===== src/rtl/ex_stage.sv =====
// Execute stage: latches the decode-to-execute bus under the stall vector, computes the ALU
// result, issues the data-SRAM request and drives forwarding/load-use signals back to decode.
module ex_stage #(
  parameter int ID_TO_EX_WD  = 164,
  parameter int EX_TO_MEM_WD = 81,
  parameter int StallBus     = 6
) (
  input  logic                    clk,
  input  logic                    rst,
  input  logic [StallBus-1:0]     stall,
  input  logic [ID_TO_EX_WD-1:0]  id_to_ex_bus,
  output logic [EX_TO_MEM_WD-1:0] ex_to_mem_bus,
  output logic                    data_sram_en,
  output logic [3:0]              data_sram_wen,
  output logic [31:0]             data_sram_addr,
  output logic [31:0]             data_sram_wdata,
  output logic                    ex_we,
  output logic [4:0]              ex_waddr,
  output logic [31:0]             ex_wdata,
  output logic                    ex_ram_read,
  output logic                    stallreq
);

  localparam logic STOP    = 1'b1;
  localparam logic NO_STOP = 1'b0;

  logic [ID_TO_EX_WD-1:0] id_to_ex_r;

  always_ff @(posedge clk) begin
    if (rst) begin
      id_to_ex_r <= '0;
    end else if (stall[2] == STOP && stall[3] == NO_STOP) begin
      id_to_ex_r <= '0;
    end else if (stall[2] == NO_STOP) begin
      id_to_ex_r <= id_to_ex_bus;
    end
  end

  logic [4:0]  mem_op;
  logic [31:0] pc;
  logic [31:0] inst;
  logic [11:0] alu_op;
  logic [2:0]  sel_src1;
  logic [3:0]  sel_src2;
  logic        ram_en;
  logic [3:0]  ram_wen;
  logic        rf_we;
  logic [4:0]  rf_waddr;
  logic        sel_rf_res;
  logic [31:0] rs_data;
  logic [31:0] rt_data;

  assign {mem_op, pc, inst, alu_op, sel_src1, sel_src2, ram_en, ram_wen,
          rf_we, rf_waddr, sel_rf_res, rs_data, rt_data} = id_to_ex_r;

  logic [31:0] src1;
  logic [31:0] src2;

  // Select vectors are one-hot; an all-zero vector yields a zero operand.
  assign src1 = ({32{sel_src1[0]}} & rs_data)
              | ({32{sel_src1[1]}} & pc)
              | ({32{sel_src1[2]}} & {27'b0, inst[10:6]});

  assign src2 = ({32{sel_src2[0]}} & rt_data)
              | ({32{sel_src2[1]}} & {{16{inst[15]}}, inst[15:0]})
              | ({32{sel_src2[2]}} & 32'd8)
              | ({32{sel_src2[3]}} & {16'b0, inst[15:0]});

  logic        op_add, op_sub, op_slt, op_sltu, op_and, op_nor;
  logic        op_or, op_xor, op_sll, op_srl, op_sra, op_lui;
  logic [31:0] ex_result;

  assign {op_add, op_sub, op_slt, op_sltu, op_and, op_nor,
          op_or, op_xor, op_sll, op_srl, op_sra, op_lui} = alu_op;

  always_comb begin
    ex_result = 32'b0;
    if (op_add)  ex_result = ex_result | (src1 + src2);
    if (op_sub)  ex_result = ex_result | (src1 - src2);
    if (op_slt)  ex_result = ex_result | {31'b0, $signed(src1) < $signed(src2)};
    if (op_sltu) ex_result = ex_result | {31'b0, src1 < src2};
    if (op_and)  ex_result = ex_result | (src1 & src2);
    if (op_nor)  ex_result = ex_result | ~(src1 | src2);
    if (op_or)   ex_result = ex_result | (src1 | src2);
    if (op_xor)  ex_result = ex_result | (src1 ^ src2);
    if (op_sll)  ex_result = ex_result | (src2 << src1[4:0]);
    if (op_srl)  ex_result = ex_result | (src2 >> src1[4:0]);
    if (op_sra)  ex_result = ex_result | 32'($signed(src2) >>> src1[4:0]);
    if (op_lui)  ex_result = ex_result | {src2[15:0], 16'b0};
  end

  logic [3:0]  byte_wen;
  logic [31:0] store_data;

  // Misaligned addresses are not trapped; sh simply ignores addr[0].
  always_comb begin
    byte_wen   = 4'b0000;
    store_data = rt_data;
    if (ram_wen[0]) begin
      byte_wen   = 4'b1111;
      store_data = rt_data;
    end else if (ram_wen[1]) begin
      byte_wen   = ex_result[1] ? 4'b1100 : 4'b0011;
      store_data = {2{rt_data[15:0]}};
    end else if (ram_wen[2]) begin
      byte_wen   = 4'b0001 << ex_result[1:0];
      store_data = {4{rt_data[7:0]}};
    end
  end

  assign data_sram_en    = ram_en;
  assign data_sram_wen   = byte_wen;
  assign data_sram_addr  = ex_result;
  assign data_sram_wdata = store_data;

  assign ex_we       = rf_we;
  assign ex_waddr    = rf_waddr;
  assign ex_wdata    = ex_result;
  assign ex_ram_read = ram_en & sel_rf_res;
  assign stallreq    = 1'b0;

  assign ex_to_mem_bus = {mem_op, pc, ram_en, byte_wen, sel_rf_res, rf_we, rf_waddr, ex_result};

  logic unused_bits;
  assign unused_bits = &{1'b0, inst[31:16], ram_wen[3], stall[StallBus-1:4], stall[1:0]};

endmodule


===== config.mk =====
export PLATFORM = sky130hd
export DESIGN_NAME = ex_stage
export DESIGN_NICKNAME = d
export VERILOG_FILES = /design/src/rtl/ex_stage.sv
export SDC_FILE = /design/constraint.sdc
export NUM_CORES = 1
export LEC_CHECK = 0
export BUFFER_PORTS_ARGS = -buffer_cell sky130_fd_sc_hd__buf_2
export CAP_MARGIN = 25
export CORE_MARGIN = 5
export CORE_UTILIZATION = 56
export DETAILED_ROUTE_END_ITERATION = 8
export PLACE_DENSITY_LB_ADDON = 0.25
export SYNTH_ARGS = -nofsm -noshare
export SYNTH_HDL_FRONTEND = slang
export SYNTH_SLANG_ARGS = --single-unit

===== constraint.sdc =====
create_clock -name clk -period 6.17 [get_ports clk]
set_input_delay 1.234 -clock clk [delete_from_list [all_inputs] [get_ports clk]]
set_output_delay 1.234 -clock clk [all_outputs]
set_load 0.02 [all_outputs]

=== After elaboration in Yosys (flattened, before gate mapping) ===
Cells that the tools add are included.
Widths: inputs -> output; s select.

* Order comparisons: 2
* Mux-type cells: 19
* Add/subtract/negate cells: 2
* Divide/modulo/power cells: 0
* $mul: 0
* Eq/ne operators: 0
* Reduce and logical (&&, ||, !) cells: 2
* Shift-type cells: 4
* Bitwise logic cells: 28

{| class="wikitable"
|+ Operators with widths
! kind !! count
|-
| $mux 32 || 15
|-
| $or 32x32->32 || 14
|-
| $and 32x32->32 || 5
|-
| $lt 32x32->1 || 2
|-
| $or 32x1->32 || 2
|-
| $add 32x32->32 || 1
|-
| $and 32x16->32 || 1
|-
| $and 32x5->32 || 1
|-
| $not 32->32 || 1
|-
| $or 32x4->32 || 1
|-
| $shl 32x5->32 || 1
|-
| $shr 32x5->32 || 1
|-
| $sshr 32x5->32 || 1
|-
| $sub 32x32->32 || 1
|-
| $xor 32x32->32 || 1
|-
| $mux 4 || 4
|-
| $shl 1x2->4 const A || 1
|-
| $reduce_or 2->1 || 1
|-
| $and 1x1->1 || 1
|-
| $logic_and 1x1->1 || 1
|-
| $not 1->1 || 1
|}

* Input bits: 172
* Bits in registers: 164
* Bits in writable memories: 0
* Output and inout port bits: 190
* Bits in read-only memories: 0
* Bits in latches: 0
* Memories: 0
* Logic and storage cells: 58

=== Logic depth before layout (Yosys ltp) ===
* Depth in word-level cells: 32
* Mapped depth: 20

=== Worst setup path before layout ===
OpenSTA, ideal clock, no wires.

* Path kind: reg2out
* Start point: register id_to_ex_r[81]
* End point: output ex_to_mem_bus[18]
* Arrival: 4.617 ns
* Data required time: 4.936 ns
* Stages on the path, launching flop included: 18
* Slack: 0.319 ns
* Cell sequence: dfxtp_1 clkbuf_1 a22oi_1 nand2_1 buf_2 buf_2 buf_1 ha_1 a211o_1 or3_1 a311o_1 a21oi_2 a21oi_1 o41ai_1 a221oi_1 xnor2_1 o221ai_1 buf_4

* Longest elaborated chain between the ends: 27

{| class="wikitable"
|+ Ends and longest elaborated chain
! what !! RTL line !! text
|-
| start, declared || 27 || <nowiki>logic [ID_TO_EX_WD-1:0] id_to_ex_r;</nowiki>
|-
| start signal, assigned || 35 || <nowiki>id_to_ex_r <= id_to_ex_bus;</nowiki>
|-
| $and 32x32->32 (*) || 61 || <nowiki>| ({32{sel_src1[1]}} & pc)</nowiki>
|-
| $or 32x32->32 (*) || 61 ||
|-
| $or 32x32->32 (*) || 62 || <nowiki>| ({32{sel_src1[2]}} & {27'b0, inst[10:6]});</nowiki>
|-
| $add 32x32->32 || 78 || <nowiki>if (op_add) ex_result = ex_result | (src1 + src2);</nowiki>
|-
| $mux 32 || 78 ||
|-
| $or 32x32->32 || 79 || <nowiki>if (op_sub) ex_result = ex_result | (src1 - src2);</nowiki>
|-
| $mux 32 || 79 ||
|-
| $or 32x1->32 || 80 || <nowiki>if (op_slt) ex_result = ex_result | {31'b0, $signed(src1) < $signed(src2)};</nowiki>
|-
| [11 not listed] || - ||
|-
| $or 32x32->32 || 86 || <nowiki>if (op_sll) ex_result = ex_result | (src2 << src1[4:0]);</nowiki>
|-
| $mux 32 || 86 ||
|-
| $or 32x32->32 || 87 || <nowiki>if (op_srl) ex_result = ex_result | (src2 >> src1[4:0]);</nowiki>
|-
| $mux 32 || 87 ||
|-
| $or 32x32->32 || 88 || <nowiki>if (op_sra) ex_result = ex_result | 32'($signed(src2) >>> src1[4:0]);</nowiki>
|-
| $mux 32 (*) || 88 ||
|-
| $or 32x32->32 || 89 || <nowiki>if (op_lui) ex_result = ex_result | {src2[15:0], 16'b0};</nowiki>
|-
| $mux 32 (*) || 89 ||
|-
| end, declared || 12 || <nowiki>output logic [EX_TO_MEM_WD-1:0] ex_to_mem_bus,</nowiki>
|}

Every way passes the cells marked *; elsewhere a longest branch is shown, timed or not.

=== Worst setup path after layout ===
* Start point: register id_to_ex_r[80]
* End point: output ex_wdata[11]

* Longest elaborated chain between the ends: 27

{| class="wikitable"
|+ Ends and longest elaborated chain
! what !! RTL line !! text
|-
| $and 32x32->32 (*) || 60 || <nowiki>assign src1 = ({32{sel_src1[0]}} & rs_data)</nowiki>
|-
| $or 32x32->32 (*) || 61 ||
|-
| $or 32x32->32 (*) || 62 ||
|-
| $add 32x32->32 || 78 ||
|-
| $mux 32 || 78 ||
|-
| $or 32x32->32 || 79 ||
|-
| $mux 32 || 79 ||
|-
| $or 32x1->32 || 80 ||
|-
| [11 not listed] || - ||
|-
| $or 32x32->32 || 86 ||
|-
| $mux 32 || 86 ||
|-
| $or 32x32->32 || 87 ||
|-
| $mux 32 || 87 ||
|-
| $or 32x32->32 || 88 ||
|-
| $mux 32 (*) || 88 ||
|-
| $or 32x32->32 || 89 ||
|-
| $mux 32 (*) || 89 ||
|-
| end, declared || 19 || <nowiki>output logic [31:0] ex_wdata,</nowiki>
|}

Marks and branches as above.

==> summary.md <==
| Metric | Value |
|---|---|
| Worst VDD drop | 0.175 mV |
| Synth top area share | 18.5% |
| Global-route wire length before repair | 105,000 um |
| Gp weighted congestion | 1.13 |
| Power after layout | 3.48 mW |
| Largest area contributor in the netlist | dfxtp_1 |
| HPWL after detailed placement | 56,300 um |
| Tcrit/Tclk final | 101% |
| Setup crit end kind | output pin |
| Final setup viols | 3 |
| Synth unique cells | 79 |
| Synthesized cell area | 0.0159 mm2 |
| Minimum clock period after layout | 6.25 ns |
| Max Cap Violations | 0 |
| First-pass DRT Iterations | 6 |
| Critical path arrival | 5.01 ns |
| Violated checks | setup timing |
| Lkg Pwr | 8.86 nW |
| Post-Layout Cell Count | 2,704 |
| Row cnt | 61 |
| Hold_buf cts | 0 |
| Pwr/cell area | 195 mW/mm2 |
| Mapped Cells | 2,148 |
| Root buffer cell | clkbuf_16 |
| Total congestion overflow | 0 |
| Ys flop type | dfxtp_1 |
| Slew @ Worst Pin | 1.11 ns |
| GRT Total Usage | 43.1% |
| Hold Fails Final Rpt | 0 |
| Crit Path Max Fanout | 47 |
| Setup crit start kind | flip-flop |
| Synth area leaders | dfxtp_1 (19%), mux2i_1 (15%), ha_1 (7.1%) |
| Synthesized area per cell | 7.40 um2 |
| Fin. max-slew vios | 0 |
| DR DRC count | 0 |
| Internal power | 2.05 mW |
| # placed instances | 2,665 |
| Critical setup path kind | flip-flop to output pin |
| Post-synth EDFFs | 0 |
| Die H | 178 um |
| Reg clk slew, reported paths | 0.07 ns |
| Clock Sinks | 147 |
| WL/cell | 26.9 um |
| Sequential Power Share | 30.7% |
| I/O Buffers | 339 |
| CTS buffer count | 17 |
| Initial Utilization | 56.9% |
| Critical Path RT | 4.94 ns |
| Psw | 1.43 mW |
| Seq/Total Area, Yosys | 18.5% |
| Comb power frac | 38.5% |
| Core footprint | 0.0279 mm2 |
| CTS tree | yes |
| Outcome | complete, but fails checks |
| Initial DRC Count | 2,944 |
| CTS max path bufs | 2 |
| Final wirelength | 72,800 um |
| Area Overhead vs Synth | 12.2% |
| Fraction of layout cells with a size suffix above 1 | 22.7% |
| Most frequent cells after synthesis | nor2_1 (268), mux2i_1 (238), nand2_1 (190) |
| Count leader, synth | nor2_1 |
| Max reg flops | 147 |
| Net Sw Frac | 41.0% |
| Largest net degree at the start of global routing | 114 |
| Max frequency | 160 MHz |
| Antenna violations before repair | 4 |
| Ys Warns | 0 |
| Vias per std cell | 6.76 |
| Clock Power Share | 30.9% |
| Synth async-reset ratio | 0% |
| Register bit count reported by yosys | 147 |
| Vias in the first global route | 16,800 |
| Clk_skew | 0 ns |
| Largest Register | id_to_ex_r |
| Via count | 18,300 |
| Setup ws final | -0.0776 ns |
| Die footprint | 0.0318 mm2 |
| Worst skew pair latency | 0.43 ns |
| Routed Antenna Nets | 0 |
| Largest registers | id_to_ex_r (147) |
| Nets | 2,573 |
| Rel. slew slack | 25.5% |
| Die Wd | 178 um |
| Hold/Removal Path Class | flip-flop to flip-flop |
| Final core utilization | 63.8% |
| H-tree Lvls | 4 |
| I/O pin count | 362 |
| Syn Nets | 2,410 |
-- cells in the final DEF, fill, tap and decap left out, drive strengths merged, types with 9 or more instances in the layout --
cell type / synthesis / final
a211oi: 25 / 25
a21o: 20 / 20
a21oi: 147 / 147
a221o: 12 / 12
a221oi: 32 / 32
a22o: 29 / 29
a22oi: 51 / 51
a31oi: 22 / 22
buf: 180 / 419
clkbuf: 98 / 21
dfxtp: 147 / 147
ha: 90 / 90
inv: 102 / 112
mux2: 41 / 41
mux2i: 238 / 238
nand2: 192 / 192
nand2b: 18 / 18
nand3: 37 / 37
nand4: 13 / 13
nor2: 268 / 268
nor3: 22 / 22
o211ai: 21 / 21
o21ai: 118 / 118
o21bai: 20 / 20
o221ai: 23 / 23
o22ai: 13 / 13
or3: 9 / 9
xnor2: 39 / 39
-- routing by layer --
layer	share of wire [%]	routed length [um]	global-route usage, %	vias up
met5	0.038	28	0	-
met4	5.6	4090	17.8	4
met3	15	10600	14.1	297
met2	43	31000	66.3	1509
met1	37	27000	55.7	8535
li1	-	-	-	7946
-- per-stage QoR --
| stage | hold WS [ns] | cell area [um2] | TNS [ns] | setup WS, ns |
|---|---|---|---|---|
| 6_report | 0.501 | 17800 | -0.227 | -0.0776 |
| 5_1_grt | 0.524 | 17800 | -0.0468 | -0.0113 |
| 4_1_cts | 0.500 | 17700 | 0 | 0.0600 |
| 3_5_place_dp | 0.483 | 17100 | 0 | 0.362 |
| 3_3_place_gp | 0.472 | 17100 | 0 | 0.345 |
| 2_1_floorplan | 0.457 | 15900 | 0 | 0.319 |
-- cell type report --
| type | count | area (um2) |
|---|---|---|
| Fill cell | 2464 | 10100 |
| Inverter | 105 | 394 |
| Timing Repair Buffer | 422 | 2380 |
| Multi-Input combinational cell | 1618 | 11000 |
| Clock buffer | 18 | 439 |
| Clock inverter | 14 | 153 |
| Tap cell | 378 | 473 |
| Sequential cell | 147 | 2950 |
| Antenna cell | 2 | 5.00 |
-- logic make-up after synthesis --
| group | Yosys count | share of synthesized area (%) |
|---|---|---|
| xor gates and xnor gates | 43 | 2.37 |
| and+or+nand+nor | 595 | 15.9 |
| muxes | 279 | 17.9 |
| DFF | 147 | 18.5 |
| adders and majority gates | 90 | 7.09 |
| AOI/OAI and AO/OA | 610 | 25.9 |
| other | 1 | 0.0236 |
| buffers and inverters | 383 | 12.3 |
-- power by group through the flow --
stage / Clock [mW] / Sequential, mW / Combinational, mW
after CTS: 1.07 / 1.06 / 1.28
after detailed placement: 0 / 1.08 / 1.27
after global placement: 0 / 1.08 / 1.25
final: 1.07 / 1.07 / 1.34
after floorplan: 0 / 1.05 / 0.934
after global routing: 1.11 / 1.07 / 1.40
-- repair_timing --
action / CTS / global route
gates resized for setup: 1 / 7
pin swaps: 0 / 1
buffers inserted: 0 / 1
endpoints found under the setup margin: 3 / 20
-- critical path, stage by stage (launching register included) --
cell	delay [ns]
dfxtp_1	0.49
a222oi_1	0.41
buf_4	0.33
buf_12	0.30
mux2i_1	0.11
o21ai_0	0.87
mux2i_1	0.21
mux2i_1	0.45
mux2i_1	0.22
o21ai_0	0.56
a221o_1	0.38
buf_2	0.23
-- worst paths after layout --
path,end,start,depth (start not counted),slack (ns)
worst max-delay path,ex_wdata[11],id_to_ex_r[80],11,-0.08
worst min-delay path,id_to_ex_r[93],id_to_ex_r[93],2,0.50
worst max register to register,id_to_ex_r[83],id_to_ex_r[83],2,4.66
worst min register to register,id_to_ex_r[93],id_to_ex_r[93],2,0.50
(Power assumes the default switching activity.)
